## config.mk

```make
export PLATFORM = sky130hd
export DESIGN_NAME = inv_mcol_iter
export DESIGN_NICKNAME = d
export VERILOG_FILES = /design/src/rtl/aes_pkg.sv /design/src/rtl/inv_mcol_column.sv /design/src/rtl/inv_mcol_iter.sv
export SDC_FILE = /design/constraint.sdc
export NUM_CORES = 1
export LEC_CHECK = 0
export BUFFER_PORTS_ARGS = -buffer_cell sky130_fd_sc_hd__buf_2
export CAP_MARGIN = 20
export CELL_PAD_IN_SITES_DETAIL_PLACEMENT = 0
export CELL_PAD_IN_SITES_GLOBAL_PLACEMENT = 1
export CORE_MARGIN = 2
export CORE_UTILIZATION = 35
export DETAILED_ROUTE_END_ITERATION = 12
export PLACE_DENSITY_LB_ADDON = 0.1
export SYNTH_ARGS = -nofsm -noshare
export SYNTH_HDL_FRONTEND = slang
export SYNTH_SLANG_ARGS = --single-unit
```

## constraint.sdc

```tcl
create_clock -name clk -period 4.8 [get_ports clk]
set_input_delay 0.48 -clock clk [delete_from_list [all_inputs] [get_ports clk]]
set_output_delay 0.48 -clock clk [all_outputs]
set_load 0.05 [all_outputs]
```

## src/rtl/aes_pkg.sv

```systemverilog
// ============================================================================
// Module  : aes_pkg
// Purpose : Shared AES widths, GF(2^8) xtime helper, inverse-mix FSM encoding.
// Revision: 1.0
// ============================================================================
`default_nettype none

package aes_pkg;

    localparam int AES_STATE_W = 128;
    localparam int AES_COL_W   = 32;

    typedef enum logic [1:0] {
        IMC_IDLE = 2'd0,
        IMC_BUSY = 2'd1,
        IMC_DONE = 2'd2
    } imc_state_e;

    // Multiply by x in GF(2^8), reduction polynomial 0x11B
    function automatic logic [7:0] gf_mult2(input logic [7:0] b);
        return {b[6:0], 1'b0} ^ (b[7] ? 8'h1b : 8'h00);
    endfunction

endpackage

`default_nettype wire

```

## src/rtl/inv_mcol_column.sv

```systemverilog
// ============================================================================
// Module  : inv_mcol_column
// Purpose : Combinational single-column AES InvMixColumns, matrix [0e 0b 0d 09].
// Revision: 1.0
// ============================================================================
`default_nettype none

module inv_mcol_column
    import aes_pkg::*;
(
    input  logic [AES_COL_W-1:0] i_col,
    output logic [AES_COL_W-1:0] o_col
);

    logic [7:0] w_a  [4];
    logic [7:0] w_m9 [4];
    logic [7:0] w_mb [4];
    logic [7:0] w_md [4];
    logic [7:0] w_me [4];

    // Byte 0 is the most significant byte of the column
    for (genvar k = 0; k < 4; k++) begin : g_byte
        logic [7:0] w_x2;
        logic [7:0] w_x4;
        logic [7:0] w_x8;

        assign w_a[k]  = i_col[31-8*k -: 8];
        assign w_x2    = gf_mult2(w_a[k]);
        assign w_x4    = gf_mult2(w_x2);
        assign w_x8    = gf_mult2(w_x4);
        assign w_m9[k] = w_x8 ^ w_a[k];
        assign w_mb[k] = w_x8 ^ w_x2 ^ w_a[k];
        assign w_md[k] = w_x8 ^ w_x4 ^ w_a[k];
        assign w_me[k] = w_x8 ^ w_x4 ^ w_x2;
    end

    assign o_col[31:24] = w_me[0] ^ w_mb[1] ^ w_md[2] ^ w_m9[3];
    assign o_col[23:16] = w_m9[0] ^ w_me[1] ^ w_mb[2] ^ w_md[3];
    assign o_col[15:8]  = w_md[0] ^ w_m9[1] ^ w_me[2] ^ w_mb[3];
    assign o_col[7:0]   = w_mb[0] ^ w_md[1] ^ w_m9[2] ^ w_me[3];

endmodule

`default_nettype wire

```

## src/rtl/inv_mcol_iter.sv

```systemverilog
// ============================================================================
// Module  : inv_mcol_iter
// Purpose : Iterative InvMixColumns, one column per clock through a shared unit.
// Revision: 1.0
// ============================================================================
`default_nettype none

module inv_mcol_iter
    import aes_pkg::*;
(
    input  logic                   clk,
    input  logic                   rst,
    input  logic                   in_valid,
    output logic                   in_ready,
    input  logic [AES_STATE_W-1:0] in_state,
    output logic                   out_valid,
    input  logic                   out_ready,
    output logic [AES_STATE_W-1:0] out_state
);

    localparam logic [1:0] ST_IDLE = IMC_IDLE;
    localparam logic [1:0] ST_BUSY = IMC_BUSY;
    localparam logic [1:0] ST_DONE = IMC_DONE;

    logic [1:0]             r_state;
    logic [1:0]             r_col;
    logic [AES_STATE_W-1:0] r_in_buf;
    logic [AES_STATE_W-1:0] r_out_state;
    logic [AES_COL_W-1:0]   w_col_in;
    logic [AES_COL_W-1:0]   w_col_out;

    always_comb begin
        w_col_in = r_in_buf[31:0];
        case (r_col)
            2'd0:    w_col_in = r_in_buf[31:0];
            2'd1:    w_col_in = r_in_buf[63:32];
            2'd2:    w_col_in = r_in_buf[95:64];
            default: w_col_in = r_in_buf[127:96];
        endcase
    end

    inv_mcol_column u_column (
        .i_col (w_col_in),
        .o_col (w_col_out)
    );

    always_ff @(posedge clk) begin
        if (rst) begin
            r_state     <= ST_IDLE;
            r_col       <= 2'd0;
            r_in_buf    <= '0;
            r_out_state <= '0;
        end else begin
            case (r_state)
                ST_IDLE: begin
                    if (in_valid) begin
                        r_in_buf <= in_state;
                        r_col    <= 2'd0;
                        r_state  <= ST_BUSY;
                    end
                end
                ST_BUSY: begin
                    r_out_state[{r_col, 5'd0} +: AES_COL_W] <= w_col_out;
                    r_col <= r_col + 2'd1;
                    if (r_col == 2'd3) begin
                        r_state <= ST_DONE;
                    end
                end
                ST_DONE: begin
                    if (out_ready) begin
                        r_state <= ST_IDLE;
                    end
                end
                default: r_state <= ST_IDLE;
            endcase
        end
    end

    // Ready is masked by rst so no block is offered acceptance during reset
    assign in_ready  = (r_state == ST_IDLE) && !rst;
    assign out_valid = (r_state == ST_DONE);
    assign out_state = r_out_state;

endmodule

`default_nettype wire
```

Word-level counts from Yosys, hierarchy flattened:

Cells that the tools add are included.

* muxes and demuxes: 20
* reduce and logical (&&, ||, !) cells: 8
* shift-type cells: 2
* bitwise gates (word level): 48
* add/subtract/negate cells: 2
* equal/unequal tests: 8

Operators by type and width (count)
* $xor A8 B8 Y8: 48
* $bwmux W128: 1
* $shift A32 B9 Y128 const A: 1
* $shiftx A32 B9 Y128: 1
* $pmux W32 S3: 1
* $mux W5: 12
* $neg A7 Y9: 1
* $mux W2: 4
* $eq A2 B2 Y1 const B: 3
* $pmux W2 S3: 1
* $eq A2 B1 Y1 const B: 2
* $logic_not A2 Y1: 2
* $ne A2 B2 Y1 const B: 2
* $pmux W2 S2: 1
* $reduce_and A2 Y1: 2
* $reduce_and A3 Y1: 1
* $add A2 B1 Y2 const B: 1
* $ne A2 B1 Y1 const B: 1
* $reduce_bool A2 Y1: 1
* $logic_and A1 B1 Y1: 1
* $logic_not A1 Y1: 1

* output and inout port bits: 130
* input bits: 132
* register bits: 260

Logic depth before layout (Yosys ltp):

Gate-level depths: netlist (run 1).

* word-level depth: 15
* depth in mapped cells: 14

Cells and area by module:

Synthesis (run 1) repeated with hierarchy kept, for this count alone.

* cells, all modules: 1285
* area total of the unflattened synthesis: 11553.6 um^2

Modules (own cells, without submodules)
* inv_mcol_iter: cells an instance 1071, area each 9474.1 um^2, seq. area each 5205.0 um^2, instances 1
* inv_mcol_column: cells an instance 214, area each 2079.5 um^2, seq. area each 0.0 um^2, instances 1

Least setup slack after synthesis (run 1):

No wires, ideal clock.

* path kind: reg2reg
* from: reg r_col[0]
* to: reg r_out_state[19], in the netlist out_state[19]
* arrival time: 3.473 ns
* setup slack: 1.210 ns
* cell stages (with the launch flop): 13
* clock period less this slack: 3.590 ns
* setup time: 0.117 ns
* buffers on the path: 2
* cell sequence: dfxtp_1 -> clkbuf_1 -> inv_1 -> ha_1 -> buf_2 -> a222oi_1 -> xor2_1 -> a21oi_2 -> xnor3_2 -> xnor2_1 -> xor2_1 -> xnor2_1 -> a22o_1

* longest elaborated chain between the ends: 13
* elaborated cells between the ends (all ways): 68
* classes of those cells: add/sub: 1; eq/ne: 2; shift: 2; mux: 14; bitwise: 48; reduce/logical: 1

Ends and longest elaborated chain
* from (decl): RTL line inv_mcol_iter.sv:26 `logic [1:0] r_col;`
* from (signal assigned): RTL line inv_mcol_iter.sv:64 `r_col <= r_col + 2'd1;`
* $eq A2 B2 Y1 (tied with other cells): RTL line inv_mcol_iter.sv:34 `case (r_col)`
* $pmux W32 S3: RTL line inv_mcol_iter.sv:34
* $xor A8 B8 Y8 or $mux W5 (tied branches) (2 in series): RTL line aes_pkg.sv:21 `return {b[6:0], 1'b0} ^ (b[7] ? 8'h1b : 8'h00);`
* $mux W5 or $xor A8 B8 Y8 (tied branches): RTL line aes_pkg.sv:21
* $xor A8 B8 Y8: RTL line aes_pkg.sv:21
* $xor A8 B8 Y8 (on tied branches) (2 in series): RTL line inv_mcol_column.sv:32, inv_mcol_column.sv:33, inv_mcol_column.sv:34
* $xor A8 B8 Y8 (on tied branches) (3 in series)
* $shiftx A32 B9 Y128: RTL line inv_mcol_iter.sv:63 `r_out_state[{r_col, 5'd0} +: AES_COL_W] <= w_col_out;`
* $bwmux W128 *: RTL line inv_mcol_iter.sv:63
* to (signal, indexed assignment): RTL line inv_mcol_iter.sv:63
* to (decl): RTL line inv_mcol_iter.sv:28 `logic [AES_STATE_W-1:0] r_out_state;`

Mark *: on every way between the ends. The rest lies on a longest branch, timed or not.
A chain may end at the register's enable or synchronous reset.

Worst setup path after layout (run 1):

* from: reg r_col[0]
* to: reg r_out_state[36], in the netlist out_state[36]

Same word-level chain as after synthesis.

==> reports/qor.txt, run 1 <==
Setup Skew - 17.21 ps
Area enclosed by the die boundary - 36,670 um2
Slew HR - 38.21%
Switching component of the power - 2.591 mW
Result of the run - completed
Number of placement rows - 68
Length of the first detailed-routing pass in iterations - 9
Ordered list of cells on the worst path - inv_1 > ha_1 > buf_12 > a222oi_1 > xor2_1 > a21oi_1 > buf_4 > xor2_1 > xnor3_1 > xnor2_2 > xnor2_1 > a22o_1
Worst EP required - 5310 ps
Number of clock buffers inserted by TritonCTS - 29
Combinational Power Share - 35.9%
Clock insertion delay at the later pin of the skew report - 560 ps
Flip-flop and latch count after synthesis - 260
Clk Tree Root Cell - sky130_fd_sc_hd__clkbuf_16
Final hold viol count - 0
TritonCTS clock tree - done
Via count of the first global-routing pass - 10,369
Most common library cell in the layout ignoring fill and taps - sky130_fd_sc_hd__nand2_1
Post-Synthesis Cell Area - 12,300 um2
Category of the worst setup path launch point - register
Number of nets in the synthesized netlist - 1,555
Min Clock Period, post-route - 4390 ps
Final number of setup-violating endpoints - 0
Average cell area after synthesis - 8.677 um2
Pin count of the biggest net entering global routing - 129
Count of buffers inserted at the top-level ports - 261
Proportion of layout cells with a drive suffix above 1 - 24.11%
Number of antenna violations at the first check in global routing - 0
Residual DRC count - 0
Critical Path Sink Type - register
Instance count after placement with tap cells included - 2,091
Worst setup path category - register to register
Type of the most critical hold path - input pin to register
Power per Cell Area - 466.6 nW/um2
Post-layout nets - 1,804
Die Width - 191.5 um
Area growth, synth to finish - 23.96%
Count of buffers added by post-CTS timing repair for setup - 0
TritonCTS sink count - 260
Highest fanout seen on the critical path - 28
Detailed Route WL - 43,190 um
Syn. warnings - 0
Slowest stage delay, CP - 840 ps
Fin util - 44.15%
Share of synthesized area occupied by flip-flops and latches - 42.30%
Unique cell type count in the Yosys netlist - 43
Slew Viols, Final - 0
Die span in y - 191.5 um
Internal - 4.526 mW
DP HPWL - 32,460 um
Static leakage power - 6.330 nW
Wire length of the first global-routing pass - 64,540 um
Transition time of the tightest slew-check pin - 926.8 ps
Most frequent cells in the layout - 297 x sky130_fd_sc_hd__nand2_1, 260 x sky130_fd_sc_hd__buf_2, 260 x sky130_fd_sc_hd__dfxtp_1
Final GP Congestion - 0.9531
Global routing usage summed across all routing layers - 23.00%
Highest achievable clock rate - 227.8 MHz
Net switching share of the total power - 36.41%
Count of antenna diodes in the layout - 0
Tcrit/Tclk final - 91.45%
Hold bufs inserted after CTS - 0
WP data arrival - 4900 ps
Register clock-pin slew on the reported worst setup and hold paths - 60 ps
Worst vdd ir - 0.0003237 V
Starting density of the core - 35.62%
Post-DR vias/cell - 5.066
Longest Clk Path Bufs - 3
Post_cts resized - 0
Number of levels the H-tree was split into - 1
Slowest CP cell - sky130_fd_sc_hd__a222oi_1
Floorplan Core Area - 34,540 um2
Final antenna-violating net count - 0
Total I/O pin count - 262
Cell repeated most along the worst path - sky130_fd_sc_hd__xor2_1
Post-layout instance count excluding filler cells - 2,143
Setup TNS Final - 0 ps
Total via count after detailed routing - 10,857
RSZ-0062 raised after global routing - no
Grt total ovfl - 0
Portion of total power attributed to sequential cells - 33.6%
Fraction of power consumed by the clock network - 30.4%
Cell count after synthesis - 1,418
Number of max-cap violations - 0
First DRT Iteration DRCs - 810
DR WL/cell - 20.15 um
## through the flow
stage | instance area, um2 | worst slack [ps] | hold WS, ps | power [mW]
final | 15250 | 410.4 | 155.9 | 7.116
after global routing | 15250 | 146.9 | 152.6 | 7.459
after CTS | 15250 | 418.8 | 146.0 | 7.176
after detailed placement | 14330 | 434.3 | 439.1 | 5.019
after global placement | 14330 | 446.0 | 433.1 | 4.983
after floorplan | 12300 | 1210 | 435.7 | 4.137
## cells in the mapped netlist (all sizes together)
master | number | area share (%)
nand2 | 297 | 9.1
dfxtp | 260 | 42
xnor2 | 174 | 13
a21oi | 168 | 6.9
a22o | 91 | 6.5
clkbuf | 84 | 2.6
nor2 | 73 | 2.2
xor2 | 68 | 4.8
a22oi | 40 | 2.4
buf | 30 | 1.2
a222oi | 29 | 2.4
o21ai | 27 | 1.2
nor3 | 11 | 0.45
inv | 9 | 0.27
a21boi | 8 | 0.49
o31ai | 8 | 0.76
mux2i | 6 | 0.49
xnor3 | 6 | 1.1
ha | 5 | 0.51
nor2b | 4 | 0.20
a21o | 3 | 0.18
a2bb2oi | 3 | 0.21
nand2b | 3 | 0.15
nor4 | 2 | 0.10
a211oi | 1 | 0.061
and2 | 1 | 0.051
mux2 | 1 | 0.092
nand3b | 1 | 0.061
nor4b | 1 | 0.12
o21a | 1 | 0.061
o21bai | 1 | 0.061
o31a | 1 | 0.071
or2 | 1 | 0.051
## kinds of logic after synthesis
logic type | after synthesis | synth area share, %
buffers and inverters | 123 | 4.068
muxes | 7 | 0.5796
AOI/OAI and AO/OA | 381 | 21.29
DFF | 260 | 42.30
and+or+nand+nor | 394 | 12.48
adders and majority gates | 5 | 0.5084
xor gates and xnor gates | 248 | 18.77
## area by class of cell
type / instances / area (um2)
clock inverter: 11 / 126.4
clock buffer: 41 / 800.8
sequential: 260 / 5205
multi-input combinational: 1035 / 6638
fill: 3597 / 19290
tap: 455 / 569.3
timing repair buffer: 332 / 1879
inverter: 9 / 33.78
## per-layer routing
layer / track usage [%] / routed length [um]
met5: 0 / 0
met4: 6.302 / 1197
met3: 2.662 / 2452
met2: 36.21 / 19080
met1: 33.11 / 20460
## state kept, by name (all words and copies together), names as in the netlist
signal     flops
out_state    128
r_col          2
r_state        2
r_in_buf     128
## final timing paths
path | from | to | slack [ps] | depth (start not counted)
hold reg to reg | out_state[27] | out_state[27] | 450 | 2
setup reg to reg | r_col[0] | out_state[36] | 410 | 12
hold / removal | in_state[115] | r_in_buf[115] | 160 | 3
setup / recovery | r_col[0] | out_state[36] | 410 | 12
## power by group through the flow
stage / Combinational, mW / Clock [mW] / Sequential (mW)
after detailed placement: 2.58 / 0 / 2.44
after global placement: 2.54 / 0 / 2.44
final: 2.56 / 2.16 / 2.39
after global routing: 2.75 / 2.30 / 2.41
after CTS: 2.58 / 2.20 / 2.39
after floorplan: 1.55 / 0 / 2.59
## critical path, delay by kind of cell (launching register included)
family	cells	cell delay, ps
xor gates and xnor gates	5	1530
AOI/OAI and AO/OA	3	1270
DFF	1	570
buffers and inverters	3	560
adders and majority gates	1	380
No activity file was read; power rests on OpenSTA's default activity.
==> inputs of run 2 (changes only) <==
==> constraint.sdc (replaced) <==
create_clock -name clk -period 4.3 [get_ports clk]
set_input_delay 0.43 -clock clk [delete_from_list [all_inputs] [get_ports clk]]
set_output_delay 0.43 -clock clk [all_outputs]
set_load 0.05 [all_outputs]
==> run 2 against run 1 <==
  * Global-route usage fell by 0.75 points
  * Design area about the same
  * Power increased by 11%
  * Sequential share of layout area barely moved
  * Sequential power rose by 12%
  * Final cell count shrank 0.33%
  * Register-to-register slack lost 30 ps
  * Die area unchanged
  * Clock power grew 13%
  * Critical path type unchanged
  * Critical endpoint is now out_state[60]
  * Largest cell class unchanged
==> reports/qor.txt, run 2 (synthesized netlist as in run 1, its figures left out) <==
Result of the run - completed
Number of antenna violations at the first check in global routing - 0 (unchanged)
DR WL/cell - 19.61 um (-2.7%)
Most frequent cells in the layout - 297 x sky130_fd_sc_hd__nand2_1, 260 x sky130_fd_sc_hd__buf_2, 260 x sky130_fd_sc_hd__dfxtp_1
Area used by sequential logic in the layout - 5205 um2 (unchanged)
Clock insertion delay at the later pin of the skew report - 560 ps (about the same)
Count of buffers inserted at the top-level ports - 261 (unchanged)
Post_cts resized - 0 (unchanged)
Number of placement rows - 68 (unchanged)
Worst EP required - 4800 ps (-510 ps)
Category of the worst setup path launch point - register
Final GP Congestion - 0.8776 (-7.9%)
RSZ-0062 raised after global routing - no
Register clock-pin slew on the reported worst setup and hold paths - 60 ps (about the same)
Grt total ovfl - 0 (unchanged)
Number of clock buffers inserted by TritonCTS - 29 (unchanged)
Number of levels the H-tree was split into - 1 (unchanged)
Floorplan Core Area - 34,540 um2 (unchanged)
Type of the most critical hold path - input pin to register
Overall power of the completed layout - 7.898 mW (+11%)
Global routing usage summed across all routing layers - 22.25% (-0.75 points)
Area occupied by multi-input gates - 6638 um2 (unchanged)
Post-DR vias/cell - 5.058 (-0.17%)
Number of filler instances in the final layout - 3,580 (-0.47%)
Highest fanout seen on the critical path - 17 (-39%)
Slew HR - 39.35% (+1.1 points)
Setup TNS Final - 0 ps (unchanged)
Starting density of the core - 35.62% (unchanged)
Setup Skew - 25.84 ps (+8.629 ps)
Power per Cell Area - 517.8 nW/um2 (+11%)
Highest achievable clock rate - 255.4 MHz (+12%)
Proportion of layout cells with a drive suffix above 1 - 24.09% (about the same)
Hold Crit Depth - 3 (unchanged)
Final antenna-violating net count - 0 (unchanged)
Count of buffers added by post-CTS timing repair for setup - 0 (unchanged)
Residual DRC count - 0 (unchanged)
First DRT Iteration DRCs - 816 (+0.74%)
Wire length of the first global-routing pass - 62,710 um (-2.8%)
Total I/O pin count - 262 (unchanged)
Final number of setup-violating endpoints - 0 (unchanged)
Worst vdd ir - 0.0002968 V (-8.3%)
Number of max-cap violations - 0 (unchanged)
Detailed Route WL - 41,880 um (-3.0%)
Count of antenna diodes in the layout - 0 (unchanged)
Worst Reg-to-Reg Cells - 12 (unchanged)
Most common library cell in the layout ignoring fill and taps - sky130_fd_sc_hd__nand2_1
Longest Clk Path Bufs - 3 (unchanged)
TritonCTS sink count - 260 (unchanged)
Tcrit/Tclk final - 91.07% (-0.38 points)
Worst setup path category - register to register
Min Clock Period, post-route - 3916 ps (-473.8 ps)
DP HPWL - 31,320 um (-3.5%)
Die span in y - 191.5 um (unchanged)
Total via count after detailed routing - 10,803 (-0.50%)
Placement Setup Slack - 374.9 ps (-59.39 ps)
Via count of the first global-routing pass - 10,380 (+0.11%)
TritonCTS clock tree - done
Clk Tree Root Cell - sky130_fd_sc_hd__clkbuf_16
Final hold viol count - 0 (unchanged)
Area growth, synth to finish - 23.97% (about the same)
Critical Path Sink Type - register
Die Width - 191.5 um (unchanged)
Area enclosed by the die boundary - 36,670 um2 (unchanged)
WP data arrival - 4420 ps (-480 ps)
Minimum setup slack in the final design - 384.1 ps (-26.24 ps)
Post-layout nets - 1,800 (-0.22%)
Static leakage power - 6.320 nW (-0.16%)
Hold bufs inserted after CTS - 0 (unchanged)
Pin count of the biggest net entering global routing - 129 (unchanged)
Slew Viols, Final - 0 (unchanged)
Length of the first detailed-routing pass in iterations - 5 (-4)
Transition time of the tightest slew-check pin - 909.8 ps (-17.03 ps)
run 2: metrics by stage:
stage / area (um2) / std cells / utilization, % / hold WS (ps)
after floorplan: 12300 / 1418 / - / 435.7
after global placement: 14320 / 2087 / 41.46 / 443.1
after detailed placement: 14320 / 2087 / 41.46 / 448.6
after CTS: 15250 / 2136 / 44.16 / 96.46
after global routing: 15250 / 2136 / 44.16 / 98.63
final: 15250 / 2136 / 44.16 / 116.6
run 2: area by class of cell:
class | instances | share of cell area [%]
clock buffer | 39 | 5.397
tap | 455 | 3.732
multi-input combinational | 1035 | 43.52
sequential | 260 | 34.12
clock inverter | 10 | 0.7218
timing repair buffer | 328 | 12.29
inverter | 9 | 0.2215
run 2: path summary, 6_finish.rpt:
path	slack [ps]	end	from
setup reg to reg	380	out_state[60]	r_col[1]
setup / recovery	380	out_state[60]	r_col[1]
hold / removal	120	r_in_buf[105]	in_state[105]
hold reg to reg	460	r_in_buf[89]	r_in_buf[89]
run 2: critical path, cell delays in order (launching register included):
cell and delay, ps:
sky130_fd_sc_hd__dfxtp_1 400, sky130_fd_sc_hd__inv_1 90, sky130_fd_sc_hd__ha_1 440, sky130_fd_sc_hd__buf_4 290, sky130_fd_sc_hd__a222oi_1 430, sky130_fd_sc_hd__buf_4 300, sky130_fd_sc_hd__xnor2_1 100, sky130_fd_sc_hd__o21ai_2 360
sky130_fd_sc_hd__xnor2_1 150, sky130_fd_sc_hd__xnor2_1 240, sky130_fd_sc_hd__xnor3_2 530, sky130_fd_sc_hd__xnor2_2 340, sky130_fd_sc_hd__a22o_1 190
run 2: per-layer routing:
layer | GRT usage (%) | wire length [um] | share of wire [%]
met5 | 0 | 0 | 0
met4 | 5.917 | 1145 | 2.7
met3 | 2.423 | 1936 | 4.6
met2 | 35.03 | 18460 | 44
met1 | 32.18 | 20340 | 49
run 2: power breakdown:
group          internal [mW]  switching (mW)
combinational           1.04            1.75
clock                   1.45           0.986
sequential              2.55           0.118
